File: src/rtl/cdb_arbiter.sv
// Common data bus arbiter: round-robin selection among functional units feeding
// one registered broadcast slot that can drain and refill in the same cycle.
module cdb_arbiter #(
    parameter int NUM_SRC           = 4,
    parameter int BW_PROCESSOR_DATA = 32,
    parameter int BW_TAG            = 4
) (
    input  logic                                 clk,
    input  logic                                 rst,
    input  logic [NUM_SRC-1:0]                   i_src_rdy,
    output logic [NUM_SRC-1:0]                   o_src_ack,
    input  logic [NUM_SRC*BW_TAG-1:0]            i_src_tag_flatten,
    input  logic [NUM_SRC*BW_PROCESSOR_DATA-1:0] i_src_wdata_flatten,
    output logic                                 o_cdb_rdy,
    input  logic                                 i_cdb_ack,
    output logic [BW_TAG-1:0]                    o_cdb_tag,
    output logic [BW_PROCESSOR_DATA-1:0]         o_cdb_wdata,
    output logic [$clog2(NUM_SRC)-1:0]           o_cdb_src
);
    localparam int SW = $clog2(NUM_SRC);

    logic                         full_q;
    logic [BW_TAG-1:0]            tag_q;
    logic [BW_PROCESSOR_DATA-1:0] wdata_q;
    logic [SW-1:0]                src_q;
    logic [SW-1:0]                rr_ptr_q;
    logic [SW-1:0]                rr_ptr_d;

    logic          loadable;
    logic          gnt_vld;
    logic [SW-1:0] gnt_idx;

    assign loadable = !full_q || i_cdb_ack;

    // Scan from rr_ptr upward with wrap; the first requester wins.
    always_comb begin
        int            j;
        logic [SW-1:0] idx;
        j         = 0;
        idx       = '0;
        gnt_vld   = 1'b0;
        gnt_idx   = '0;
        o_src_ack = '0;
        if (loadable && !rst) begin
            for (int i = 0; i < NUM_SRC; i++) begin
                j = int'(rr_ptr_q) + i;
                if (j >= NUM_SRC) j = j - NUM_SRC;
                idx = SW'(j);
                if (!gnt_vld && i_src_rdy[idx]) begin
                    gnt_vld = 1'b1;
                    gnt_idx = idx;
                end
            end
        end
        if (gnt_vld) o_src_ack[gnt_idx] = 1'b1;
    end

    assign rr_ptr_d = (gnt_idx == SW'(NUM_SRC - 1)) ? '0 : gnt_idx + SW'(1);

    always_ff @(posedge clk) begin
        if (rst) begin
            full_q   <= 1'b0;
            tag_q    <= '0;
            wdata_q  <= '0;
            src_q    <= '0;
            rr_ptr_q <= '0;
        end else if (gnt_vld) begin
            full_q   <= 1'b1;
            tag_q    <= i_src_tag_flatten[gnt_idx*BW_TAG +: BW_TAG];
            wdata_q  <= i_src_wdata_flatten[gnt_idx*BW_PROCESSOR_DATA +: BW_PROCESSOR_DATA];
            src_q    <= gnt_idx;
            rr_ptr_q <= rr_ptr_d;
        end else if (full_q && i_cdb_ack) begin
            full_q <= 1'b0;
        end
    end

    assign o_cdb_rdy   = full_q;
    assign o_cdb_tag   = tag_q;
    assign o_cdb_wdata = wdata_q;
    assign o_cdb_src   = src_q;
endmodule

File: config.mk
export PLATFORM = sky130hd
export DESIGN_NAME = cdb_arbiter
export DESIGN_NICKNAME = d
export VERILOG_FILES = /design/src/rtl/cdb_arbiter.sv
export SDC_FILE = /design/constraint.sdc
export NUM_CORES = 1
export LEC_CHECK = 0
export ABC_AREA = 1
export CAP_MARGIN = 15
export CORE_UTILIZATION = 40
export DETAILED_ROUTE_END_ITERATION = 12
export GPL_TIMING_DRIVEN = 1
export PLACE_DENSITY = 0.83
export SKIP_CTS_REPAIR_TIMING = 1
export SLEW_MARGIN = 10
export SYNTH_ARGS = -nofsm -noshare
export SYNTH_HDL_FRONTEND = slang
export SYNTH_SLANG_ARGS = --single-unit
export TNS_END_PERCENT = 100
File: constraint.sdc
create_clock -name clk -period 2.86 [get_ports clk]
set_clock_uncertainty 0.1 [all_clocks]
set_input_delay 0.286 -clock clk [delete_from_list [all_inputs] [get_ports clk]]
set_output_delay 0.286 -clock clk [all_outputs]
set_load 0.1 [all_outputs]
**Word level (Yosys, flattened, before mapping)**

Cells that the tools add are included.

- Bits in registers: 41
- Latch bits: 0
- RAM bits: 0
- Memory bits (read-only): 0
- Input port bits: 151
- Word-level logic and storage cells: 74
- Memories: 0

- $add $sub $neg: 8
- Multipliers: 0
- Div/mod/pow operators: 0
- $lt $le $gt $ge: 10
- Eq/ne operators: 1
- Shift operators: 2
- Mux-type cells: 35
- Bitwise logic cells: 0
- Reduce and logical (&&, ||, !) cells: 13

Operators with widths:

| cell | count |
|---|---|
| indexed part select 128 x 8 -> 32 bit | 1 |
| 2-to-1 mux 2 bit | 14 |
| indexed part select 16 x 5 -> 4 bit | 1 |
| less-than comparator 2 x 3 -> 1 bit (second input constant) | 5 |
| 2-to-1 mux 1 bit | 15 |
| greater-or-equal comparator 3 bit (second input constant) | 3 |
| binary-select mux 1 bit (select 2 bit) | 4 |
| subtractor 2 x 1 -> 2 bit (second input constant) | 4 |
| adder 2 x 2 -> 3 bit (second input constant) | 2 |
| logical AND 1 bit | 6 |
| logical NOT 1 bit | 5 |
| 2-to-1 mux 4 bit | 1 |
| adder 2 x 1 -> 3 bit (second input constant) | 1 |
| greater-or-equal comparator 2 x 3 -> 1 bit (second input constant) | 1 |
| adder 2 x 1 -> 2 bit (second input constant) | 1 |
| demux 1 bit (select 2 bit) | 1 |
| == test 2 bit (second input constant) | 1 |
| greater-or-equal comparator 2 x 1 -> 1 bit (second input constant) | 1 |
| nonzero test 2 bit | 1 |
| logical OR 1 bit | 1 |

**Depth between registers and ports, before layout**

Gate-level depths: netlist of run 1.

- Depth after elaboration: 25
- Mapped depth: 18
- Gate-level depth less buffers: 15

**Worst setup path before layout of run 1**

OpenSTA, ideal clock, no wires.

- Path kind: register to output
- Start: register full_q, in the netlist o_cdb_rdy
- End: output o_src_ack[0]
- Arrival time: 3.132 ns
- Required time: 2.474 ns
- Setup slack: -0.658 ns
- Stages on the path, launching flop included: 12
- Buffers on the path: 2
- Path through: dfxtp_1 inv_1 nor2_1 nor2_1 nand2_2 inv_2 nand2_2 buf_6 buf_6 ha_1 inv_1 nor2_1

- Word-level cells in the longest chain between the ends: 9
- Elaborated cells on any way between the ends: 11
- Classes of those cells: order compare (2); mux (5); reduce/logical (4)

RTL lines:

| element | line | text |
|---|---|---|
| start: declaration | 22 | `logic full_q;` |
| start signal: assignment | 62 | `full_q <= 1'b0;` |
| start signal: assignment | 68 | `full_q <= 1'b1;` |
| start signal: assignment | 74 | `full_q <= 1'b0;` |
| logical NOT 1 bit * | 33 | `assign loadable = !full_q \|\| i_cdb_ack;` |
| logical OR 1 bit * | 33 |  |
| logical AND 1 bit * | 44 | `if (loadable && !rst) begin` |
| 2-to-1 mux 2 bit | 44 |  |
| less-than comparator 2 x 3 -> 1 bit (not written as such) or greater-or-equal comparator 2 x 1 -> 1 bit (tied branches) | 55 | `if (gnt_vld) o_src_ack[gnt_idx] = 1'b1;` |
| logical AND 1 bit (not written as such) | 55 |  |
| 2-to-1 mux 1 bit (not written as such) | 55 |  |
| demux 1 bit (select 2 bit) | 55 |  |
| 2-to-1 mux 4 bit * | 55 |  |
| end: declaration | 11 | `output logic [NUM_SRC-1:0] o_src_ack,` |

Mark *: on every way between the ends. The rest lies on a longest branch, timed or not.

**Final worst setup path of run 1**

- Start: register rr_ptr_q[0]
- End: output o_src_ack[0]

- Word-level cells in the longest chain between the ends: 24
- Elaborated cells on any way between the ends: 52
- Classes of those cells: add/sub (7); order compare (6); mux (32); reduce/logical (7)

RTL lines:

| element | line | text |
|---|---|---|
| start: declaration | 26 | `logic [SW-1:0] rr_ptr_q;` |
| start signal: assignment | 72 | `rr_ptr_q <= rr_ptr_d;` |
| greater-or-equal comparator 2 x 3 -> 1 bit or subtractor 2 x 1 -> 2 bit (tied branches) | 47 | `if (j >= NUM_SRC) j = j - NUM_SRC;` |
| 2-to-1 mux 2 bit | 47 |  |
| 2-to-1 mux 2 bit | 44 |  |
| binary-select mux 1 bit (select 2 bit) | 49 | `if (!gnt_vld && i_src_rdy[idx]) begin` |
| 2-to-1 mux 1 bit (not written as such) | 49 |  |
| 2-to-1 mux 1 bit | 49 |  |
| 2-to-1 mux 1 bit | 44 |  |
| logical NOT 1 bit | 49 |  |
| [... 8 more ...] | n/a |  |
| logical AND 1 bit | 49 |  |
| 2-to-1 mux 2 bit | 49 |  |
| 2-to-1 mux 2 bit | 44 |  |
| less-than comparator 2 x 3 -> 1 bit (not written as such) or greater-or-equal comparator 2 x 1 -> 1 bit (tied branches) | 55 |  |
| logical AND 1 bit (not written as such) | 55 |  |
| 2-to-1 mux 1 bit (not written as such) | 55 |  |
| demux 1 bit (select 2 bit) | 55 |  |
| 2-to-1 mux 4 bit * | 55 |  |

Mark *: on every way between the ends. The rest lies on a longest branch, timed or not. The select of a mux whose other input is x is not followed.

==> qor.csv, run 1 <==
stage;metric;value;unit
run_status;outcome;complete, no violations;
final_layout;nets;974;
sta;slew_headroom;0.706;
worst_setup_path;path_max_fanout;10;
sta;report.final.slew_viol_count;0;
drt;wl_per_cell;12.6;µm
global_route;grt_usage;0.245;
worst_setup_path;cp.required;2.47;ns
sta;tightest_slew;0.441;ns
final_layout;stdcell_area;5550;µm²
drt;num_vias;4461;
clock_network;cts_tree;yes;
worst_setup_path;worstSetupStartpoint;rr_ptr_q[0];
worst_setup_path;critPathKind;flop to primary output;
pwr;switchingPower;4.07;mW
floorplanning;die_h;96.0;µm
clock_network;htree_num_levels;2;
synth;syn_area;3530;µm²
min_path;worst_hold_path_type;flop to flop;
worst_setup_path;rr_endpoint;o_cdb_wdata[15];
global_route;grtUsageMet2;0.459;
floorplanning;pin_count;194;
synth;avgSynthCellArea;5.42;µm²
worst_setup_path;cp.arrival;2.24;ns
min_path;hp-start;o_cdb_src[0];
drt;routed_wl;11.7;mm
drt;drtIter0Drc;203;
sta;fin_crit_sh;0.917;
global_route;grt_max_degree;105;
sta;grt_setup_unrepaired;no;
final_layout;antenna_cells;0;
min_path;hold_path_depth;2;
pwr;intPower;2.50;mW
pwr;p_leak;3.07;nW
drt;routed_via_density;4.81;
floorplanning;start_util;0.421;
global_route;antenna_found_initial;0;
pwr;sequentialPowerShare;0.157;
worst_setup_path;cp_top_family;simple AND/OR/NAND/NOR gates;
worst_setup_path;slowest_delay;0.46;ns
final_layout;multi_input_area;1920;µm²
worst_setup_path;rrSetupSlack;0.51;ns
place;gp_congestion;0.985;
worst_setup_path;crit_chain;inv_4, nand2_1, nand2_2, nand2_1, nand2_1, nor2_4, nand3_2, nand2_2, inv_2, nand2_2, ha_1, inv_1, nor2_2, buf_12;
place;place_area;5420;µm²
synth;ys_seq_area_frac;0.232;
synth;synth_cell_type_count;21;
sta;setup_viol;0;
synth;ys_ff_latch;41;
final_layout;layout.area.seq;822;µm²
drt;drc;0;
synth;synthesis.nets;804;
min_path;min_to;o_cdb_src[0];
clock_network;cts_buffers;5;
worst_setup_path;timing.critical_path.buf_inv;4;
drt;first_pass_iters;5;
place;dp_hpwl;8.56;mm
pwr;power_density;1180;nW/µm²
clock_network;clk_transition_reported_paths;0.08;ns
drt;ant_nets;0;
pwr;ir_worst_vdd;0.816;mV
global_route;grt_pass1_vias;3921;
sta;period_minus_slack;2.62;ns
floorplanning;core-area;8380;µm²
job;cap_violations;0;
floorplanning;num_rows;33;
synth;synth_cells;652;
worst_setup_path;rr_startpoint;rr_ptr_q[0];
global_route;grt_pass1_wl;17.7;mm
clock_network;cts_sinks;41;
global_route;grtUsageMet1;0.270;
final_layout;final_cells;928;
worst_setup_path;worstRegToRegCells;16;
place;dp.cells;920;
clock_network;clkLatencyLatePin;0.29;ns
worst_setup_path;cp_slowest_cell;dfxtp_2;
sta;final-hold-violation-count;0;
pwr;p_comb_frac;0.759;
worst_setup_path;cp-end-kind;primary output;
final_layout;drive_above_1_share;0.0960;
global_route;grt-ovfl-total;0;
global_route;met3_usage;0.0537;
pwr;switching_share;0.619;
final_layout;area_growth;57.2;%
floorplanning;die_area;9210;µm²
place;port_buffers;193;
pwr;p_clk_frac;0.084;
clock_network;ctsRootBufferMaster;clkbuf_8;
sta;max_freq;0.381;GHz
global_route;grt_busiest_layer;met2;
floorplanning;die_w;96.0;µm
worst_setup_path;worst_setup_path_start_kind;flop;
final_layout;nFillCells;754;
clock_network;cts-root-to-sink-buffers;2;
synth;ys_warn_count;0;
==> registers in the layout (all words and copies together) (netlist names) <==
| register | flops |
|---|---|
| o_cdb_wdata | 32 |
| o_cdb_tag | 4 |
| o_cdb_src | 2 |
| rr_ptr_q | 2 |
| o_cdb_rdy | 1 |
==> routing by layer <==
metal  vias up  part of all wire
met2       171              0.50
met4         0             0.018
met5         -                 0
met3        16             0.081
met1      1959              0.40
li1       2315                 -
==> power groups by stage <==
stage          Sequential, mW  Combinational [mW]  Clock (mW)
2_1_floorplan            2.85                2.02           0
3_3_place_gp             1.02                4.90           0
3_5_place_dp             1.03                4.99           0
4_1_cts                  1.03                4.99       0.566
5_1_grt                  1.06                5.32       0.587
6_report                 1.03                4.98       0.555
==> worst reg2reg max path, stage by stage (launching register included) <==
cell	delay, ns
dfxtp_2	0.46
inv_4	0.09
nand2_1	0.08
nand2_2	0.07
nand2_1	0.09
nand2_1	0.09
nor2_4	0.12
nand3_2	0.08
nand2_2	0.08
inv_2	0.06
nand2_2	0.17
buf_4	0.37
nand2_1	0.10
nand3_1	0.10
nand3_1	0.08
nand2_1	0.07
inv_1	0.03
==> cell families after synthesis <==
kind of cell	synth area share
compound gates	0.0156
fa+ha+maj	0.00354
buf+inv	0.227
flops	0.232
simple gates	0.521
==> worst max path at each step <==
| stage | end | cells past startpoint |
|---|---|---|
| after floorplan | o_src_ack[0] | 11 |
| after global placement | o_cdb_wdata[15] | 16 |
| after detailed placement | o_cdb_wdata[30] | 16 |
| after CTS | o_src_ack[0] | 14 |
| after global routing | o_src_ack[0] | 14 |
| final | o_src_ack[0] | 14 |
==> cell type report <==
type / count / area share
repair buffers: 206 / 0.360
well taps: 105 / 0.0237
clock buffers: 5 / 0.0124
flip-flops and latches: 41 / 0.148
inverters: 145 / 0.0985
multi-input cells: 423 / 0.346
clock inverters: 3 / 0.0117
==> cell usage after synthesis <==
cell,instances,area share
buf_2,24,0.034
o21ai_1,4,0.0057
buf_6,8,0.026
or2_1,4,0.0071
nand2_2,3,0.0053
ha_1,1,0.0035
nand2_1,193,0.21
nand3_1,177,0.25
buf_1,1,0.0011
buf_4,1,0.0021
clkbuf_1,9,0.0096
a21oi_1,3,0.0043
nor2_4,1,0.0032
inv_4,1,0.0018
nand3b_1,12,0.026
nor2_1,20,0.021
o21ai_0,4,0.0057
inv_2,3,0.0032
nand3_2,1,0.0028
inv_1,141,0.15
dfxtp_1,41,0.23
==> metrics by stage <==
step	util	worst slack, ns	TNS [ns]	hold WS [ns]	power [mW]
2_1_floorplan	-	-0.214	-0.335	0.255	4.88
3_3_place_gp	0.646	0.361	0	0.357	5.92
3_5_place_dp	0.646	0.278	0	0.365	6.02
4_1_cts	0.662	0.105	0	0.378	6.58
5_1_grt	0.662	0.0418	0	0.389	6.97
6_report	0.662	0.237	0	0.375	6.57
==> layout by cell type, fill, tap and decap left out, types with 2 or more instances in the layout <==
cell type        count
nand2_1            191
nand3_1            177
clkdlybuf4s50_1    150
inv_1              141
buf_4               50
dfxtp_1             40
nor2_1              17
nand3b_1            12
buf_12               6
nand2_2              5
clkbuf_8             5
o21ai_0              4
or2_1                4
o21ai_1              4
inv_2                3
nor2_2               3
a21oi_1              3
bufinv_16            2
Power figures use the tool's default switching activity.
==> run 2: changes to the inputs <==
--- a/config.mk
+++ b/config.mk
@@ -10,7 +10,7 @@
 export CORE_UTILIZATION = 40
 export DETAILED_ROUTE_END_ITERATION = 12
 export GPL_TIMING_DRIVEN = 1
-export PLACE_DENSITY = 0.83
+export PLACE_DENSITY = 0.82
 export SKIP_CTS_REPAIR_TIMING = 1
 export SLEW_MARGIN = 10
 export SYNTH_ARGS = -nofsm -noshare
==> qor.csv, run 2 (synthesis results as in run 1) <==
stage;metric;value;unit;change
run_status;outcome;complete, no violations;;
min_path;min_to;o_cdb_src[0];;
worst_setup_path;worstRegToRegCells;15;;-1
place;gp_congestion;0.937;;-4.8%
global_route;grt_pass1_vias;3975;;+1.4%
global_route;antenna_found_initial;0;;unchanged
pwr;finalPower;6.56;mW;-0.16%
drt;wl_met3;1.04;mm;+11%
pwr;p_leak;3.07;nW;about the same
pwr;power_density;1180;nW/µm²;-0.38%
drt;highest_layer;met4;;
clock_network;clkLatencyLatePin;0.29;ns;about the same
floorplanning;pin_count;194;;unchanged
floorplanning;core-area;8380;µm²;unchanged
pwr;ir_worst_vdd;0.863;mV;+5.8%
clock_network;cts-root-to-sink-buffers;2;;unchanged
clock_network;cts_buffers;5;;unchanged
sta;period_minus_slack;2.63;ns;+0.00931 ns
sta;report.final.slew_viol_count;0;;unchanged
place;port_buffers;193;;unchanged
sta;slew_headroom;0.702;;-0.00382
floorplanning;die_w;96.0;µm;unchanged
final_layout;mostFrequentLayoutCell;nand2_1;;
worst_setup_path;cp.required;2.47;ns;about the same
clock_network;ctsRootBufferMaster;clkbuf_8;;
final_layout;final_cells;927;;-0.11%
final_layout;antenna_cells;0;;unchanged
final_layout;nFillCells;774;;+2.7%
sta;tns;0;ns;unchanged
sta;max_freq;0.380;GHz;-0.35%
drt;wl_met1;4.48;mm;-3.8%
global_route;grt_max_degree;105;;unchanged
final_layout;final_cell_mix;nand2_1 (191), nand3_1 (177), clkdlybuf4s50_1 (150);;
worst_setup_path;rr_startpoint;rr_ptr_q[0];;
clock_network;cts_sinks;41;;unchanged
drt;drtIter0Drc;143;;-30%
min_path;hp-start;o_cdb_src[0];;
worst_setup_path;cp.arrival;2.25;ns;about the same
sta;fin_hold_ws;0.373;ns;-0.00195 ns
drt;wl_met2;5.94;mm;+1.1%
sta;fin_crit_sh;0.920;;+0.00326
worst_setup_path;cp-end-kind;primary output;;
sta;tightest_slew;0.447;ns;+0.00573 ns
floorplanning;num_rows;33;;unchanged
worst_setup_path;rr_endpoint;o_cdb_wdata[10];;
place;dp_hpwl;8.69;mm;+1.6%
global_route;grt-ovfl-total;0;;unchanged
drt;routed_wl;11.7;mm;-0.11%
sta;fin_ws;0.228;ns;-0.00931 ns
job;cap_violations;0;;unchanged
drt;ant_nets;0;;unchanged
final_layout;largest_reg_flops;32;;unchanged
clock_network;htree_num_levels;2;;unchanged
sta;final-hold-violation-count;0;;unchanged
place;place_ws;0.292;ns;+0.0135 ns
drt;wl_per_cell;12.6;µm;about the same
floorplanning;start_util;0.421;;unchanged
drt;num_vias;4587;;+2.8%
sta;setup_viol;0;;unchanged
final_layout;nets;973;;-0.10%
floorplanning;die_area;9210;µm²;unchanged
worst_setup_path;critPathKind;flop to primary output;;
final_layout;layout.area.seq;822;µm²;unchanged
global_route;grt_pass1_wl;17.7;mm;about the same
min_path;hold_path_depth;2;;unchanged
clock_network;clk_transition_reported_paths;0.08;ns;about the same
clock_network;cts_tree;yes;;
final_layout;multi_input_area;1920;µm²;unchanged
worst_setup_path;worst_setup_path_start_kind;flop;;
drt;routed_via_density;4.95;;+2.9%
final_layout;drive_above_1_share;0.0937;;-0.00232
worst_setup_path;path_max_fanout;11;;+1
global_route;grt_usage;0.243;;-0.00159
final_layout;area_growth;57.6;%;
floorplanning;die_h;96.0;µm;unchanged
place;dp.cells;919;;-0.11%
worst_setup_path;rrSetupSlack;0.59;ns;+0.08 ns
drt;drc;0;;unchanged
min_path;worst_hold_path_type;flop to flop;;
sta;grt_setup_unrepaired;no;;
drt;first_pass_iters;4;;-1
==> run 2: changes by cell type in the layout (fill, tap and decap cells not counted) <==
cell,change
buf_12,+3
buf_4,-4
bufinv_16,-1
clkbuf_1,+1
clkbuf_8,+1
clkinv_2,-1
==> run 2: layer usage <==
| layer | vias up | global-route usage |
|---|---|---|
| li1 | 2315 | - |
| met1 | 2055 | 0.261 |
| met2 | 200 | 0.474 |
| met3 | 17 | 0.0513 |
| met4 | 0 | 0.0684 |
| met5 | - | 0 |
==> run 2: cell type report <==
type,instances,area share
timing repair buffer,205,0.364
tap,105,0.0236
inverter,145,0.0983
multi-input combinational,423,0.345
sequential,41,0.148
clock buffer,7,0.0155
clock inverter,1,0.00540
==> run 2: worst max-delay path, cell delays in order, from the launching register on <==
cell	delay [ns]
dfxtp_2	0.45
inv_4	0.09
nand2_1	0.08
nand2_2	0.07
nand2_1	0.11
nand2_1	0.10
nor2_4	0.12
nand3_1	0.08
nand2_1	0.06
inv_1	0.04
nand2_2	0.19
ha_1	0.19
inv_1	0.04
nor2_2	0.14
buf_12	0.19
==> run 2: worst max path at each step <==
stage                 startpoint           end  slack, ns  cells after the start
global route         rr_ptr_q[0]  o_src_ack[0]      0.009                     14
CTS                  rr_ptr_q[0]  o_src_ack[0]       0.08                     14
floorplan              o_cdb_rdy  o_src_ack[0]      -0.21                     11
global placement    i_src_rdy[3]  o_src_ack[0]       0.35                     14
detailed placement  i_src_rdy[0]  o_src_ack[0]       0.29                     14
finish               rr_ptr_q[0]  o_src_ack[0]       0.23                     14
==> run 2: metrics by stage <==
step,util,area (µm²)
3_5_place_dp,0.650,5450
4_1_cts,0.664,5560
5_1_grt,0.664,5560
2_1_floorplan,-,3540
3_3_place_gp,0.650,5450
6_report,0.664,5560
==> run 2: power by group <==
group          internal (mW)  switching (mW)  leakage (nW)  total (mW)
logic                   1.36            3.69          2.67        5.05
clock network          0.285           0.196        0.0585       0.481
registers              0.848           0.178         0.344        1.03
total                   2.50            4.06          3.07        6.56
==> run 3: changes to the inputs <==
--- a/config.mk
+++ b/config.mk
@@ -9,7 +9,7 @@
 export CAP_MARGIN = 15
 export CORE_UTILIZATION = 40
 export DETAILED_ROUTE_END_ITERATION = 12
-export GPL_TIMING_DRIVEN = 1
+export GPL_TIMING_DRIVEN = 0
 export PLACE_DENSITY = 0.82
 export SKIP_CTS_REPAIR_TIMING = 1
 export SLEW_MARGIN = 10
==> qor.csv, run 3 (synthesis results as in run 1) <==
stage;metric;value;unit;change
run_status;outcome;complete, no violations;;
sta;setup_viol;0;;unchanged
drt;first_pass_iters;5;;+1
worst_setup_path;critPathKind;flop to primary output;;
job;cap_violations;0;;unchanged
sta;tightest_slew;1.04;ns;+0.589 ns
final_layout;nets;1008;;+3.6%
final_layout;mostFrequentLayoutCell;nand2_1;;
floorplanning;start_util;0.421;;unchanged
sta;final-hold-violation-count;0;;unchanged
final_layout;antenna_cells;0;;unchanged
final_layout;area_growth;64.0;%;
global_route;grt_max_degree;14;;-87%
sta;fin_hold_ws;0.376;ns;+0.00215 ns
clock_network;htree_num_levels;2;;unchanged
worst_setup_path;rrSetupSlack;0.54;ns;-0.05 ns
place;dp.cells;950;;+3.4%
pwr;power_density;1190;nW/µm²;+1.3%
min_path;hp-start;o_cdb_src[0];;
worst_setup_path;cp-end-kind;primary output;;
clock_network;ctsRootBufferMaster;clkbuf_8;;
worst_setup_path;cp_slowest_cell;dfxtp_1;;
clock_network;cts-root-to-sink-buffers;2;;unchanged
worst_setup_path;crit_chain;buf_6, inv_4, nand2_1, nand3_1, nand2_1, nor2_4, nand3_2, nand2_4, inv_2, nand2_2, buf_12, ha_1, inv_1, nor2_2, buf_12;;
worst_setup_path;slowest_delay;0.32;ns;-0.13 ns
clock_network;clk_transition_reported_paths;0.09;ns;about the same
global_route;grt-ovfl-total;0;;unchanged
worst_setup_path;worst_setup_path_start_kind;flop;;
clock_network;cts_sinks;41;;unchanged
drt;routed_via_density;4.97;;+0.52%
sta;tns;0;ns;unchanged
sta;report.final.slew_viol_count;0;;unchanged
global_route;grt_pass1_vias;4373;;+10%
pwr;ir_worst_vdd;0.773;mV;-10%
drt;drtIter0Drc;220;;+54%
worst_setup_path;path_max_fanout;16;;+5
global_route;grt_pass1_wl;19.9;mm;+12%
clock_network;cts_tree;yes;;
place;gp_congestion;0.944;;+0.78%
floorplanning;pin_count;194;;unchanged
sta;slew_headroom;0.308;;-0.395
worst_setup_path;worstRegToRegCells;15;;unchanged
drt;num_vias;4785;;+4.3%
final_layout;final_cell_mix;nand2_1 (192), clkdlybuf4s50_1 (189), nand3_1 (177);;
place;port_buffers;193;;unchanged
min_path;worst_hold_path_type;flop to flop;;
sta;period_minus_slack;2.77;ns;+0.141 ns
min_path;min_to;o_cdb_src[0];;
sta;grt_setup_unrepaired;yes;;
place;dp_hpwl;10.4;mm;+19%
clock_network;clkLatencyLatePin;0.30;ns;about the same
sta;fin_crit_sh;0.970;;+0.0493
floorplanning;num_rows;33;;unchanged
final_layout;drive_above_1_share;0.0735;;-0.0202
drt;wl_per_cell;14.0;µm;+11%
floorplanning;die_w;96.0;µm;unchanged
worst_setup_path;cp.required;2.47;ns;about the same
worst_setup_path;rr_startpoint;rr_ptr_q[0];;
clock_network;cts_buffers;5;;unchanged
drt;ant_nets;0;;unchanged
worst_setup_path;rr_endpoint;o_cdb_wdata[15];;
drt;drc;0;;unchanged
sta;max_freq;0.361;GHz;-5.1%
worst_setup_path;timing.critical_path.buf_inv;6;;+2
floorplanning;die_area;9210;µm²;unchanged
global_route;antenna_found_initial;0;;unchanged
floorplanning;die_h;96.0;µm;unchanged
floorplanning;core-area;8380;µm²;unchanged
pwr;finalPower;6.91;mW;+5.4%
final_layout;largest_reg_flops;32;;unchanged
drt;routed_wl;13.4;mm;+15%
worst_setup_path;cp.arrival;2.39;ns;+0.14 ns
final_layout;final_cells;962;;+3.8%
pwr;p_leak;3.13;nW;+2.1%
worst_setup_path;cp_top_family;simple AND/OR/NAND/NOR gates;;
global_route;grt_usage;0.279;;+0.0363
min_path;hold_path_depth;2;;unchanged
==> run 3: how the worst max path moves through the flow <==
| stage | startpoint | to | slack, ns | cells past startpoint |
|---|---|---|---|---|
| final | rr_ptr_q[0] | o_src_ack[0] | 0.09 | 15 |
| after global routing | rr_ptr_q[0] | o_src_ack[0] | -0.07 | 16 |
| after CTS | rr_ptr_q[0] | o_src_ack[0] | -1.01 | 16 |
| after detailed placement | i_src_rdy[3] | o_src_ack[0] | -0.95 | 16 |
| after global placement | i_src_rdy[3] | o_src_ack[0] | -0.87 | 16 |
| after floorplan | o_cdb_rdy | o_src_ack[0] | -0.21 | 11 |
==> run 3: per-stage QoR <==
step	cell area, µm²	setup slack [ns]	utilization
CTS	5740	-1.01	0.684
global route	5790	-0.0716	0.691
global placement	5600	-0.868	0.668
floorplan	3540	-0.214	-
detailed placement	5600	-0.945	0.668
finish	5790	0.0867	0.691
==> run 3: final cells by class <==
type	instances	area (µm²)
multi-input cells	423	1920
fillers	740	2590
well taps	105	131
repair buffers	198	1970
clock buffers	5	68.8
plain buffers	42	259
clock inverters	3	65.1
flip-flops and latches	41	822
inverters	145	547
==> run 3: per-layer routing <==
| layer | track usage | part of all wire |
|---|---|---|
| met1 | 0.320 | 0.40 |
| met2 | 0.487 | 0.47 |
| met3 | 0.0537 | 0.091 |
| met4 | 0.155 | 0.040 |
| met5 | 0 | 0 |
==> run 3: worst register-to-register path: cells and delay by family (launching register included) <==
| kind | cells | cell delay [ns] |
|---|---|---|
| DFF | 1 | 0.34 |
| buffers and inverters | 5 | 0.72 |
| and+or+nand+nor | 10 | 1.06 |
==> run 3: report_power, final <==
| part | leakage, nW | switching [mW] | internal [mW] |
|---|---|---|---|
| clock network | 0.0681 | 0.223 | 0.347 |
| registers | 0.344 | 0.163 | 0.847 |
| logic | 2.72 | 3.84 | 1.50 |
| total | 3.13 | 4.22 | 2.69 |
